File: config.mk
export PLATFORM = sky130hd
export DESIGN_NAME = dla_axi_lite_s
export DESIGN_NICKNAME = d
export VERILOG_FILES = /design/src/rtl/dla_axi_lite_s.sv
export SDC_FILE = /design/constraint.sdc
export NUM_CORES = 1
export LEC_CHECK = 0
export ABC_AREA = 0
export CORE_MARGIN = 8
export CORE_UTILIZATION = 53
export DETAILED_ROUTE_END_ITERATION = 8
export GPL_TIMING_DRIVEN = 0
export HOLD_SLACK_MARGIN = 0.15
export PLACE_DENSITY = 0.86
export RECOVER_POWER = 50
export SLEW_MARGIN = 25
export SYNTH_ARGS = -nofsm -noshare
export SYNTH_HDL_FRONTEND = slang
export SYNTH_SLANG_ARGS = --single-unit
File: constraint.sdc
create_clock -name clk_i -period 3.2 [get_ports clk_i]
set_clock_uncertainty 0.2 [all_clocks]
set_input_delay 0.64 -clock clk_i [delete_from_list [all_inputs] [get_ports clk_i]]
set_output_delay 0.64 -clock clk_i [all_outputs]
set_load 0.01 [all_outputs]
File: src/rtl/dla_axi_lite_s.sv
// -----------------------------------------------------------------------------
// dla_axi_lite_s
// AXI-Lite subordinate with a small word-addressed register bank. It terminates
// the DLA AXI-Lite manager link for loopback use and serves as a config/status
// target. The register contents are exported flat on regs_o.
//
// Ports
//   clk_i, rstn_i          clock, synchronous active-low reset
//   aw*/w*/b*              write address, write data, write response channels
//   ar*/r*                 read address, read data channels
//   regs_o                 register k at [k*AXI_DATA_WIDTH +: AXI_DATA_WIDTH]
//
// Build option
//   DLA_AXI_LITE_S_ADDR_ERR_EN  when defined, out-of-range accesses get SLVERR
//                               (writes dropped, reads return 0). When undefined,
//                               the low address bits select a register (aliasing)
//                               and every response is OKAY.
// -----------------------------------------------------------------------------
module dla_axi_lite_s #(
   parameter int AXI_ADDR_WIDTH = 16,
   parameter int AXI_DATA_WIDTH = 32,
   parameter int NUM_REGS       = 8,
   parameter int BASE_ADDR      = 'h5000
) (
   input  logic                               clk_i,
   input  logic                               rstn_i,
   input  logic [AXI_ADDR_WIDTH-1:0]          awaddr_i,
   input  logic                               awvalid_i,
   output logic                               awready_o,
   input  logic [AXI_DATA_WIDTH-1:0]          wdata_i,
   input  logic [AXI_DATA_WIDTH/8-1:0]        wstrb_i,
   input  logic                               wvalid_i,
   output logic                               wready_o,
   output logic [1:0]                         bresp_o,
   output logic                               bvalid_o,
   input  logic                               bready_i,
   input  logic [AXI_ADDR_WIDTH-1:0]          araddr_i,
   input  logic                               arvalid_i,
   output logic                               arready_o,
   output logic [AXI_DATA_WIDTH-1:0]          rdata_o,
   output logic [1:0]                         rresp_o,
   output logic                               rvalid_o,
   input  logic                               rready_i,
   output logic [NUM_REGS*AXI_DATA_WIDTH-1:0] regs_o
);

   localparam int STRB_W    = AXI_DATA_WIDTH / 8;
   localparam int BYTE_BITS = $clog2(STRB_W);
   localparam int IDX_BITS  = $clog2(NUM_REGS);
   localparam int SPAN_BITS = IDX_BITS + BYTE_BITS;
   localparam logic [AXI_ADDR_WIDTH-1:0] BASE = AXI_ADDR_WIDTH'(BASE_ADDR);
   localparam logic [1:0] RESP_OKAY   = 2'b00;
   localparam logic [1:0] RESP_SLVERR = 2'b10;

   logic [AXI_DATA_WIDTH-1:0] regs [NUM_REGS];

   // one-deep holding buffers for the write address and write data channels
   logic                      aw_full;
   logic [AXI_ADDR_WIDTH-1:0] aw_addr;
   logic                      w_full;
   logic [AXI_DATA_WIDTH-1:0] w_data;
   logic [STRB_W-1:0]         w_strb;

   logic [IDX_BITS-1:0] widx;
   logic [IDX_BITS-1:0] ridx;
   logic                wr_ok;
   logic                rd_ok;
   logic                unused_bits;

   // BASE is aligned to the bank span, so the low index bits of the address
   // equal the low bits of (addr - BASE) >> BYTE_BITS without a subtractor.
   assign widx = aw_addr[SPAN_BITS-1:BYTE_BITS];
   assign ridx = araddr_i[SPAN_BITS-1:BYTE_BITS];

`ifdef DLA_AXI_LITE_S_ADDR_ERR_EN
   // alignment also reduces the range check to a compare of the upper bits
   assign wr_ok = (aw_addr[AXI_ADDR_WIDTH-1:SPAN_BITS]  == BASE[AXI_ADDR_WIDTH-1:SPAN_BITS]);
   assign rd_ok = (araddr_i[AXI_ADDR_WIDTH-1:SPAN_BITS] == BASE[AXI_ADDR_WIDTH-1:SPAN_BITS]);
`else
   assign wr_ok = 1'b1;
   assign rd_ok = 1'b1;
`endif

   assign unused_bits = ^{aw_addr[BYTE_BITS-1:0], araddr_i[BYTE_BITS-1:0],
                          aw_addr[AXI_ADDR_WIDTH-1:SPAN_BITS],
                          araddr_i[AXI_ADDR_WIDTH-1:SPAN_BITS], BASE};

   // readies are gated by reset so nothing is accepted while rstn_i is low
   assign awready_o = rstn_i && !aw_full && !bvalid_o;
   assign wready_o  = rstn_i && !w_full  && !bvalid_o;
   assign arready_o = rstn_i && !rvalid_o;

   always_ff @(posedge clk_i) begin
      if (!rstn_i) begin
         for (int unsigned k = 0; k < NUM_REGS; k++) begin
            regs[k] <= '0;
         end
         aw_full  <= 1'b0;
         aw_addr  <= '0;
         w_full   <= 1'b0;
         w_data   <= '0;
         w_strb   <= '0;
         bvalid_o <= 1'b0;
         bresp_o  <= '0;
         rvalid_o <= 1'b0;
         rdata_o  <= '0;
         rresp_o  <= '0;
      end else begin
         // ---------------- write path ----------------
         if (awvalid_i && awready_o) begin
            aw_full <= 1'b1;
            aw_addr <= awaddr_i;
         end
         if (wvalid_i && wready_o) begin
            w_full <= 1'b1;
            w_data <= wdata_i;
            w_strb <= wstrb_i;
         end
         // both buffers full implies both readies are low, so the clears
         // below never race a new fill
         if (aw_full && w_full) begin
            aw_full  <= 1'b0;
            w_full   <= 1'b0;
            bvalid_o <= 1'b1;
            bresp_o  <= wr_ok ? RESP_OKAY : RESP_SLVERR;
            if (wr_ok) begin
               for (int unsigned b = 0; b < STRB_W; b++) begin
                  if (w_strb[b]) begin
                     regs[widx][8*b +: 8] <= w_data[8*b +: 8];
                  end
               end
            end
         end else if (bvalid_o && bready_i) begin
            bvalid_o <= 1'b0;
         end

         // ---------------- read path ----------------
         // regs is sampled before this edge's write lands: read sees old data
         if (arvalid_i && arready_o) begin
            rvalid_o <= 1'b1;
            rdata_o  <= rd_ok ? regs[ridx] : '0;
            rresp_o  <= rd_ok ? RESP_OKAY : RESP_SLVERR;
         end else if (rvalid_o && rready_i) begin
            rvalid_o <= 1'b0;
         end
      end
   end

   always_comb begin
      regs_o = '0;
      for (int unsigned k = 0; k < NUM_REGS; k++) begin
         regs_o[k*AXI_DATA_WIDTH +: AXI_DATA_WIDTH] = regs[k];
      end
   end

endmodule

======== Word-level counts from Yosys, hierarchy flattened ========
Memories as Yosys holds them, arrays and structs flattened. A register that Yosys moved wholly into a read port is not among the register bits.
Index checks and enable logic that the tools add are counted.
storage, ports and cells
  output and inout port bits .............. 297
  memories kept ........................... 1
  bits in registers ....................... 45
  word-level logic and storage cells ...... 53
  RAM bits ................................ 256
  input bits .............................. 75
memories
  name  words  width  read ports  clocked after memory_dff  wr ports  RTL line  text
  regs  8      32     9           1                         8         55        logic [AXI_DATA_WIDTH-1:0] regs [NUM_REGS];
cells by class
  reduce and logical (&&, ||, !) cells .... 20
  muxes and demuxes ....................... 24
  bitwise logic cells ..................... 1
operators by type and width
  operator           number
  $mux 32            1
  $reduce_or 32->1   1
  $mux 1             21
  $logic_and 1x1->1  11
  $logic_not 1->1    5
  $mux 4             1
  $reduce_bool 2->1  2
  $mux 3             1
  $reduce_or 2->1    1
  $not 1->1          1

======== Longest topological paths before layout ========
  depth after elaboration ................. 6
  mapped depth ............................ 6
  gate-level depth less buffers ........... 3

======== Worst setup path before layout ========
OpenSTA, ideal clock, no wires.
  path type ............................... input-to-reg
  start point ............................. input port rstn_i
  end point ............................... memory regs[3][10], enable pin
  arrival time ............................ 1,795 ps
  stages on the path ...................... 3
  setup slack ............................. 821 ps
  cell sequence ........................... buf_2 > nand4_2 > o21ai_0
RTL lines
  item             RTL line  text
  start, declared  26        input logic rstn_i,
  end, declared    55

======== Worst setup path in the final report ========
  start point ............................. input port rstn_i
  end point ............................... output port awready_o
between the ends
  cells in the longest elaborated chain, start to end .. 2
ends and longest elaborated chain
  item                            RTL line  text
  $logic_and 1x1->1 (2 in a row)  89        assign awready_o = rstn_i && !aw_full && !bvalid_o;
  end, declared                   29        output logic awready_o,
No other way between the ends.

==> out/results.ini <==
[cells_and_area]
syn_to_final_growth_pct = 32.9
layout-drive-gt1-share = 0.134
antennaDiodeCount = 0
seqCellArea_um2 = 9190
final_core_util = 0.718
layout.cells.non_filler = 1869
fin_nets = 1577
fillCellCount = 1781
multi_input_area_um2 = 4790
final_cell_area_um2 = 19400

[cts]
numCtsBuffers = 35
clkTransAtPathRegs_ns = 0.06
cts_tree = built
root_buffer = clkbuf_16
clock_latency_ns = 0.52
cts.sinks = 331
hold_buffers = 0
htree_levels = 2
clock_path_buffers = 3

[global_route]
met3_usage = 0.0912
antenna_found_initial = 0
grt_overflow = 0
met1_usage = 0.361
grt_usage = 0.309
grt_first_pass_wirelength_um = 75700
grt_max_degree = 15
busiest_layer = met2
grt_pass1_vias = 11461
met2_usage = 0.500

[outcome]
status = completed

[worst_hold_path]
min_path_cells = 2
min-delay-path-class = register to register

[power]
p_per_area_nw_per_um2 = 509
vdd_ir_drop_max_mv = 0.325
p_leak_nw = 7.03

[logic_synthesis]
avgSynthCellArea_um2 = 13.0
synthesis.area_um2 = 14600
ys_seq_area_frac = 0.629
ys_types = 40
synth_warnings = 0
ys_ff_latch = 331
syn-instance-count = 1124

[timing]
rsz0062_at_grt = no
period_share = 0.959
layout_min_cycle_time_ns = 3.07
fmax_ghz = 0.326
hold_violations = 0
setup_viol = 0
fin_ws_ns = 0.132
maxSlewViolCount = 0
slew_headroom = 0.315
hold_ws_ns = 0.267
worst_slew_pin_slew_ns = 1.02

[worst_setup_path]
cp-end-kind = output port
worst-setup-path-type = input port to output port
worstPathMaxFanout = 19
start_kind = input port
rr_worst_depth = 3
crit_arrival_ns = 2.23
required_ns = 2.36

[floorplan]
die-area_um2 = 33100
die-height_um = 182
die-width_um = 182
core_um2 = 27000
num_io_pins = 372
rows = 60
start_util = 0.541

[drt]
drt-initial-drc-count = 1730
ant_nets = 0
vias_per_cell = 6.16
dr.pass1.iters = 9
wl_um = 52900
vias = 11507
drc = 0
wire_per_inst_um = 28.3

[place]
placed_area_um2 = 18400
dp_cells = 1806
gp_congestion = 0.910
dp_slack_ns = -0.798
dp_hpwl_um = 39600
io_buffers = 338

[run]
cap_violations = 0

==> timing repair <==
item                       in CTS  in global routing
resized for setup               8                  0
buffers inserted                1                  0
setup endpoints to repair       3                  1
==> power breakdown <==
| part | switching, W | total [W] | internal, W |
|---|---|---|---|
| Clock | 0.00164 | 0.00383 | 0.00220 |
| Combinational | 0.000633 | 0.00115 | 0.000514 |
| Sequential | 0.000121 | 0.00491 | 0.00479 |
==> sequential cells by signal, indices dropped and copies added, names as in the netlist <==
name / flops
regs: 256
rdata_o: 32
w_data: 32
w_strb: 4
aw_addr: 3
aw_full: 1
bvalid_o: 1
rvalid_o: 1
w_full: 1
==> cell type report <==
cell class                      instances  area share
Clock buffer                           55      0.0527
Sequential cell                       331       0.473
Multi-Input combinational cell        707       0.247
Tap cell                              341      0.0220
Buffer                                 88      0.0289
Timing Repair Buffer                  339       0.175
Clock inverter                          8     0.00193
==> through the flow <==
stage | power (W) | TNS, ns
after global routing | 0.0101 | 0
after global placement | 0.00613 | -41.90
after detailed placement | 0.00616 | -43.41
after floorplan | 0.00553 | 0
after CTS | 0.00990 | 0
final | 0.00989 | 0
==> synth_stat cells, drive strengths merged <==
| library cell | count | share of area |
|---|---|---|
| edfxtp | 256 | 0.53 |
| or2 | 1 | 0.00043 |
| nand3 | 34 | 0.012 |
| o21ai | 32 | 0.011 |
| clkbuf | 29 | 0.0074 |
| nor2b | 26 | 0.014 |
| a21boi | 38 | 0.020 |
| o22ai | 32 | 0.015 |
| nor2 | 227 | 0.061 |
| o21a | 1 | 0.00051 |
| nand4 | 3 | 0.0026 |
| o31ai | 32 | 0.027 |
| or3b | 3 | 0.0018 |
| nor4bb | 1 | 0.00068 |
| nand4bb | 1 | 0.00077 |
| or3 | 1 | 0.00043 |
| o211a | 1 | 0.00068 |
| nand3b | 4 | 0.0021 |
| mux2i | 3 | 0.0021 |
| mux2 | 64 | 0.057 |
| dfxtp | 75 | 0.10 |
| buf | 60 | 0.031 |
| and2 | 48 | 0.021 |
| nand2b | 6 | 0.0026 |
| and3 | 1 | 0.00043 |
| nand2 | 107 | 0.027 |
| and4 | 4 | 0.0024 |
| nor3b | 1 | 0.00086 |
| mux4 | 32 | 0.049 |
| conb | 1 | 0.00026 |
==> final timing paths <==
kind | start | slack, ns | end
worst max-delay path | rstn_i | 0.13 | awready_o
worst min-delay path | w_data[1]$_SDFFE_PN0P_ | 0.27 | w_data[1]$_SDFFE_PN0P_
worst max register to register | aw_addr[4]$_SDFFE_PN0P_ | 0.54 | regs[5][6]$_SDFFCE_PN0P_
worst min register to register | w_data[1]$_SDFFE_PN0P_ | 0.27 | w_data[1]$_SDFFE_PN0P_
==> critical path, stage by stage <==
cell             delay (ns)
clkdlybuf4s50_1        0.52
buf_6                  0.12
buf_8                  0.19
nand2b_1               0.10
nor2_1                 0.11
clkdlybuf4s50_1        0.55
==> placed cells by master (no fill, tap or decap), drive strengths merged, types with 34 or more instances in the layout <==
cell type      Yosys  routed
dlygate4sd3        0     131
edfxtp           256     256
clkdlybuf4s50      0     207
nand3             34      34
nor2             227     227
mux2              64      64
buf               60      46
and2              48      48
dfxtp             75      75
a21boi            38      38
clkbuf            29      98
nand2            107     107
==> routing by layer <==
layer,wire (um),part of all wire,up-vias
met3,7080,0.13,192
met2,24300,0.46,948
met1,17800,0.34,5576
met5,0,0,-
met4,3660,0.069,0
li1,-,-,4791
==> logic make-up (layout without fill, tap and decap cells) <==
kind of cell / Yosys count / in the layout / synth area share
muxes: 99 / 99 / 0.108
AOI/OAI and AO/OA: 136 / 136 / 0.0736
DFF: 331 / 331 / 0.629
other: 1 / 4 / 0.000257
and+or+nand+nor: 468 / 468 / 0.150
buffers and inverters: 89 / 490 / 0.0388
Power figures use the tool's default switching activity.
